### src/rtl/imem_dmem_arbiter.sv
// Arbitrates one block-oriented main memory between the instruction and data caches.
// One memory transaction at a time, round-robin on contention, cache-side busywait handshake.
module imem_dmem_arbiter #(
   parameter int BLK_AW = 6,
   parameter int BLK_W  = 128,
   parameter int MEM_AW = BLK_AW + 1
) (
   input  logic              clock,
   input  logic              reset,
   input  logic              i_read,
   input  logic [BLK_AW-1:0] i_address,
   output logic [BLK_W-1:0]  i_readdata,
   output logic              i_busywait,
   input  logic              d_read,
   input  logic              d_write,
   input  logic [BLK_AW-1:0] d_address,
   input  logic [BLK_W-1:0]  d_writedata,
   output logic [BLK_W-1:0]  d_readdata,
   output logic              d_busywait,
   output logic              mem_read,
   output logic              mem_write,
   output logic [MEM_AW-1:0] mem_address,
   output logic [BLK_W-1:0]  mem_writedata,
   input  logic [BLK_W-1:0]  mem_readdata,
   input  logic              mem_busywait
);

   typedef enum logic [1:0] {
      IDLE    = 2'd0,
      SERVE   = 2'd1,
      RELEASE = 2'd2
   } state_e;

   localparam logic OWN_I = 1'b0;
   localparam logic OWN_D = 1'b1;

   state_e              state_q, state_d;
   logic                owner_q, owner_d;
   logic                last_grant_q, last_grant_d;
   logic                seen_busy_q, seen_busy_d;
   logic                mem_read_q, mem_read_d;
   logic                mem_write_q, mem_write_d;
   logic [MEM_AW-1:0]   mem_address_q, mem_address_d;
   logic [BLK_W-1:0]    mem_writedata_q, mem_writedata_d;
   logic [BLK_W-1:0]    i_readdata_q, i_readdata_d;
   logic [BLK_W-1:0]    d_readdata_q, d_readdata_d;

   logic i_req, d_req, grant;

   assign i_req = i_read;
   assign d_req = d_read | d_write;
   // On contention the port that did not win last time goes first.
   assign grant = (i_req & d_req) ? ~last_grant_q : d_req;

   // NOTE: state registers use non-blocking assignments so every flop samples pre-edge values.
   always_ff @(posedge clock or posedge reset) begin
      if (reset) begin
         state_q         <= IDLE;
         owner_q         <= OWN_I;
         last_grant_q    <= OWN_D;
         seen_busy_q     <= 1'b0;
         mem_read_q      <= 1'b0;
         mem_write_q     <= 1'b0;
         mem_address_q   <= '0;
         mem_writedata_q <= '0;
         i_readdata_q    <= '0;
         d_readdata_q    <= '0;
      end else begin
         state_q         <= state_d;
         owner_q         <= owner_d;
         last_grant_q    <= last_grant_d;
         seen_busy_q     <= seen_busy_d;
         mem_read_q      <= mem_read_d;
         mem_write_q     <= mem_write_d;
         mem_address_q   <= mem_address_d;
         mem_writedata_q <= mem_writedata_d;
         i_readdata_q    <= i_readdata_d;
         d_readdata_q    <= d_readdata_d;
      end
   end

   // NOTE: every next-state signal is defaulted to its current value first, so no latch is inferred.
   always_comb begin
      state_d         = state_q;
      owner_d         = owner_q;
      last_grant_d    = last_grant_q;
      seen_busy_d     = seen_busy_q;
      mem_read_d      = mem_read_q;
      mem_write_d     = mem_write_q;
      mem_address_d   = mem_address_q;
      mem_writedata_d = mem_writedata_q;
      i_readdata_d    = i_readdata_q;
      d_readdata_d    = d_readdata_q;

      case (state_q)
         IDLE: begin
            if (i_req | d_req) begin
               owner_d     = grant;
               seen_busy_d = 1'b0;
               state_d     = SERVE;
               if (grant == OWN_I) begin
                  mem_read_d    = 1'b1;
                  mem_write_d   = 1'b0;
                  mem_address_d = {1'b0, i_address};
               end else begin
                  mem_address_d = {1'b1, d_address};
                  if (d_write) begin
                     mem_read_d      = 1'b0;
                     mem_write_d     = 1'b1;
                     mem_writedata_d = d_writedata;
                  end else begin
                     mem_read_d  = 1'b1;
                     mem_write_d = 1'b0;
                  end
               end
            end
         end
         SERVE: begin
            // A low busywait only means completion once the memory has shown it accepted the strobe.
            if (mem_busywait) begin
               seen_busy_d = 1'b1;
            end else if (seen_busy_q) begin
               mem_read_d   = 1'b0;
               mem_write_d  = 1'b0;
               last_grant_d = owner_q;
               state_d      = RELEASE;
               if (mem_read_q) begin
                  if (owner_q == OWN_I) i_readdata_d = mem_readdata;
                  else                  d_readdata_d = mem_readdata;
               end
            end
         end
         RELEASE: state_d = IDLE;
         default: state_d = IDLE;
      endcase
   end

   assign i_busywait    = i_req & ~((state_q == RELEASE) & (owner_q == OWN_I));
   assign d_busywait    = d_req & ~((state_q == RELEASE) & (owner_q == OWN_D));
   assign i_readdata    = i_readdata_q;
   assign d_readdata    = d_readdata_q;
   assign mem_read      = mem_read_q;
   assign mem_write     = mem_write_q;
   assign mem_address   = mem_address_q;
   assign mem_writedata = mem_writedata_q;

endmodule

### config.mk
export PLATFORM = sky130hd
export DESIGN_NAME = imem_dmem_arbiter
export DESIGN_NICKNAME = d
export VERILOG_FILES = /design/src/rtl/imem_dmem_arbiter.sv
export SDC_FILE = /design/constraint.sdc
export NUM_CORES = 1
export LEC_CHECK = 0
export CORE_AREA = 8 8 253 255
export CTS_CLUSTER_DIAMETER = 40
export DETAILED_ROUTE_END_ITERATION = 8
export DIE_AREA = 0 0 261 263
export PLACE_DENSITY = 0.61
export RECOVER_POWER = 100
export SYNTH_ARGS = -nofsm -noshare
export SYNTH_HDL_FRONTEND = slang
export SYNTH_SLANG_ARGS = --single-unit
### constraint.sdc
create_clock -name clock -period 40.2 [get_ports clock]
set_input_delay 6.03 -clock clock [delete_from_list [all_inputs] [get_ports clock]]
set_output_delay 6.03 -clock clock [all_outputs]
set_load 0.02 [all_outputs]
==> Word level (Yosys, flattened, before mapping) <==
Cells that the tools add are included.
Widths: inputs -> output; s select.
{ "op_classes": {"eq_ne": 6, "mux": 19, "bitwise": 12, "reduce_logical": 10} }
{ "op_table": {"columns": ["op", "count"], "rows": [
  ["$mux 1", 11],
  ["$reduce_and 5->1", 2],
  ["$reduce_and 3->1", 3],
  ["$ne 2x2->1 const B", 4],
  ["$reduce_and 4->1", 2],
  ["$mux 7", 1],
  ["$mux 2", 3],
  ["$pmux 1 s2", 3],
  ["$and 1x1->1", 5],
  ["$not 1->1", 5],
  ["$pmux 2 s2", 1],
  ["$eq 2x1->1 const B", 1],
  ["$eq 2x2->1 const B", 1],
  ["$logic_not 2->1", 1],
  ["$or 1x1->1", 2],
  ["$reduce_and 2->1", 1],
  ["$reduce_bool 2->1", 1]
]} }
{ "word_totals": {"regBits": 398, "in_bits": 274, "wordCells": 57} }

==> Depth between registers and ports, before layout <==
{ "depth": {"word_depth": 6, "mapped_depth": 5, "depth_no_buf": 3} }

==> Worst setup path before layout <==
No wires, ideal clock.
{ "synth_timing": {"path_kind": "in2out", "from": "in d_write", "to": "out d_busywait", "arrival_ns": 6.270, "required_ns": 34.170, "path_slack_ns": 27.900, "stages": 1, "n_path_buf": 0, "cell_sequence": "o32a_1"} }
{ "synth_via": {"elab_chain_cells": 2} }
{ "synth_lines": {"columns": ["item", "line_no", "text"], "rows": [
  ["start, declared", "15", "input logic d_write,"],
  ["$or 1x1->1", "51", "assign d_req = d_read | d_write;"],
  ["$and 1x1->1", "139", "assign d_busywait = d_req & ~((state_q == RELEASE) & (owner_q == OWN_D));"],
  ["end, declared", "19", "output logic d_busywait,"]
]} }
Every way passes these cells.

==> flow_metrics.env <==
export IMPL_io_pins=669
export IMPL_drtAntennaViolNets=0
export IMPL_via_per_inst=4.207
export IMPL_crit_fanout=159
export IMPL_ctsLongestPathBuffers=3
export IMPL_cap_viol_max_count=12
export IMPL_ys_types=25
export IMPL_critPathArrivalTime_ns=18.12
export IMPL_yosysTopAreaCell="dfrtp_1"
export IMPL_layout_min_cycle_time_ns=18.17
export IMPL_hold_buffers=0
export IMPL_grtUsageTotal_pct=14.40
export IMPL_finClkSkew_ns=0.02038
export IMPL_drcViolationCount=0
export IMPL_synthCells=861
export IMPL_synth_top_area_share_pct=61.66
export IMPL_rr_worst_depth=4
export IMPL_synth_compound_area_share_pct=0.3815
export IMPL_synth_seq_cells=397
export IMPL_muxShareOfSynthArea_pct=33.48
export IMPL_drtIter0Drc=259
export IMPL_dp_hpwl_mm=37.15
export IMPL_end_kind="asynchronous set/reset pin"
export IMPL_peakVddDrop_v=0.00004839
export IMPL_multi_input_area_um2=4622
export IMPL_yosys_area_share_simple_pct=0.5605
export IMPL_grt_max_degree=160
export IMPL_yosysWarnings=0
export IMPL_ys_seq_area_share_pct=61.82
export IMPL_slew_viol_final=803
export IMPL_syn_num_nets=1135
export IMPL_initial_core_util_pct=26.83
export IMPL_setup_viol=0
export IMPL_synthAdderAreaFrac_pct=0
export IMPL_max_freq_mhz=55.03
export IMPL_io_buffers=668
export IMPL_syn2layout_area_growth_pct=55.62
export IMPL_required_ns=40.15
export IMPL_cts_tree="done"
export IMPL_die_w_um=261
export IMPL_first_global_vias=11617
export IMPL_hold_slack_ns=0.4785
export IMPL_post_route_period_util_pct=45.21
export IMPL_grt_pass1_wl_mm=75.56
export IMPL_setup_tns_final_ns=0
export IMPL_power_density_nw_per_um2=91.81
export IMPL_globalplace_congestion=0.7858
export IMPL_rsz0062_at_grt="false"
export IMPL_report_final_hold_viol_count=0
export IMPL_cts_clk_slew_worst_paths_ns=0.05
export IMPL_start_kind="primary input"
export IMPL_netlist_area_um2=16070
export IMPL_core_um2=59910
export IMPL_worstMarginPinSlew_ns=8.441
export IMPL_path_class="in -> async"
export IMPL_ctsResizeCount=0
export IMPL_drt_first_pass_iters=4
export IMPL_grt_ovfl_total=0
export IMPL_cts_made_buffers=75
export IMPL_wl_per_cell_um=20.86
export IMPL_setup_ws_ns=22.03
export IMPL_hold_class="reg -> reg"
export IMPL_pre_cts_slack_ns=26.79
export IMPL_fin_nets=1845
export IMPL_insertion_delay_ns=0.59
export IMPL_slew_headroom_pct=-462.7
export IMPL_hold_path_depth=1
export IMPL_vias=10160
export IMPL_ys_top_cells_by_area="dfrtp_1, mux2_4, mux2_2"
export IMPL_syn_area_per_cell_um2=18.67
export IMPL_root_buffer="clkbuf_16"
export IMPL_power_leakage_uw=0.01092
export IMPL_cts_setup_buffers=0
export IMPL_n_fill_cell=5625
export IMPL_htreeDepth=3
export IMPL_dieArea_um2=68640
export IMPL_rows=90
export IMPL_die_y_um=263
export IMPL_status="finished with violations"
export IMPL_synthXorXnorAreaFrac_pct=0
export IMPL_antenna_found_initial=5
export IMPL_synth_top_family_by_area="multiplexers"
export IMPL_drt_wl_total_mm=50.38
export IMPL_violations="max-capacitance violations, max-slew violations"
export IMPL_drive_gt1_share_pct=18.04
export IMPL_register_area_um2=9936
export IMPL_clock_sinks=397
layout make-up:
type	count	share of cell area, %
multi-input cells	416	18.48
flip-flops and latches	397	39.72
clock buffers	86	7.869
well taps	782	3.912
clock inverters	50	3.052
diodes	3	0.03001
inverters	4	0.06503
repair buffers	677	26.87
where the power goes:
| group | switching (uW) | total [uW] | internal, uW |
|---|---|---|---|
| registers | 99.9 | 702 | 602 |
| logic | 484 | 922 | 438 |
| clock network | 226 | 673 | 447 |
| total | 810 | 2300 | 1490 |
metrics by stage:
| stage | instance area (um^2) | util, % | total power, uW | instances |
|---|---|---|---|---|
| global placement | 23240 | 38.80 | 1820 | 2276 |
| finish | 25010 | 41.75 | 2296 | 2415 |
| detailed placement | 23240 | 38.80 | 1831 | 2276 |
| global route | 25010 | 41.75 | 2412 | 2415 |
| floorplan | 16070 | - | 1295 | 861 |
| CTS | 25970 | 43.36 | 2529 | 2412 |
critical path, stage by stage:
cell	delay [ns]
dlygate4sd3_1	0.55
clkinvlp_2	2.47
clkbuf_1	5.95
clkbuf_1	2.63
kinds of logic after synthesis:
kind of cell    after synthesis
compound gates                8
mux                         398
buf+inv                      48
simple gates                 10
flops                       397
cell usage in the layout (no fill, tap or decap), drive strengths merged, types with 2 or more instances in the layout:
cell type	instances
clkinvlp	6
inv	10
clkinv	24
mux2	397
clkdlybuf4s50	269
nor3	2
o21ai	2
bufinv	14
nand2b	2
diode	3
dlygate4sd3	399
nand3	3
clkbuf	95
dfrtp	396
per-layer routing:
metal | global-route usage (%) | vias up | share of wire, %
met4 | 5.954 | 2 | 3.6
met1 | 15.14 | 5065 | 35
met5 | 0 | - | 0.018
met2 | 24.42 | 474 | 50
met3 | 6.993 | 100 | 11
li1 | - | 4519 | -
registers in the layout, summed over array words and instances, names as in the netlist:
name / flops
last_grant_q: 1
seen_busy_q: 1
mem_write: 1
owner_q: 1
mem_address: 6
mem_writedata: 128
mem_read: 1
state_q: 2
i_readdata: 128
d_readdata: 128
Yosys cell counts, drive strengths merged:
cell type    n
dfrtp      396
a31o         1
buf         42
nor3         2
dfstp        1
mux2i        1
o21ai        2
and2b        1
a211oi       1
o32a         1
nand2        1
clkbuf       2
o21a         1
o2bb2ai      1
and4bb       1
nand3        3
nand2b       2
mux2       397
inv          4
o31a         1
worst paths after layout:
kind	from	endpoint	slack [ns]
max	reset	i_readdata[66]	22.03
min	i_readdata[76]	i_readdata[76]	0.48
min in group asynchronous	reset	mem_writedata[28]	7.22
min reg2reg	i_readdata[76]	i_readdata[76]	0.48
max reg2reg	last_grant_q	mem_writedata[69]	34.14
max in group clock	d_write	d_busywait	26.72
No activity file was read; power rests on OpenSTA's default activity.
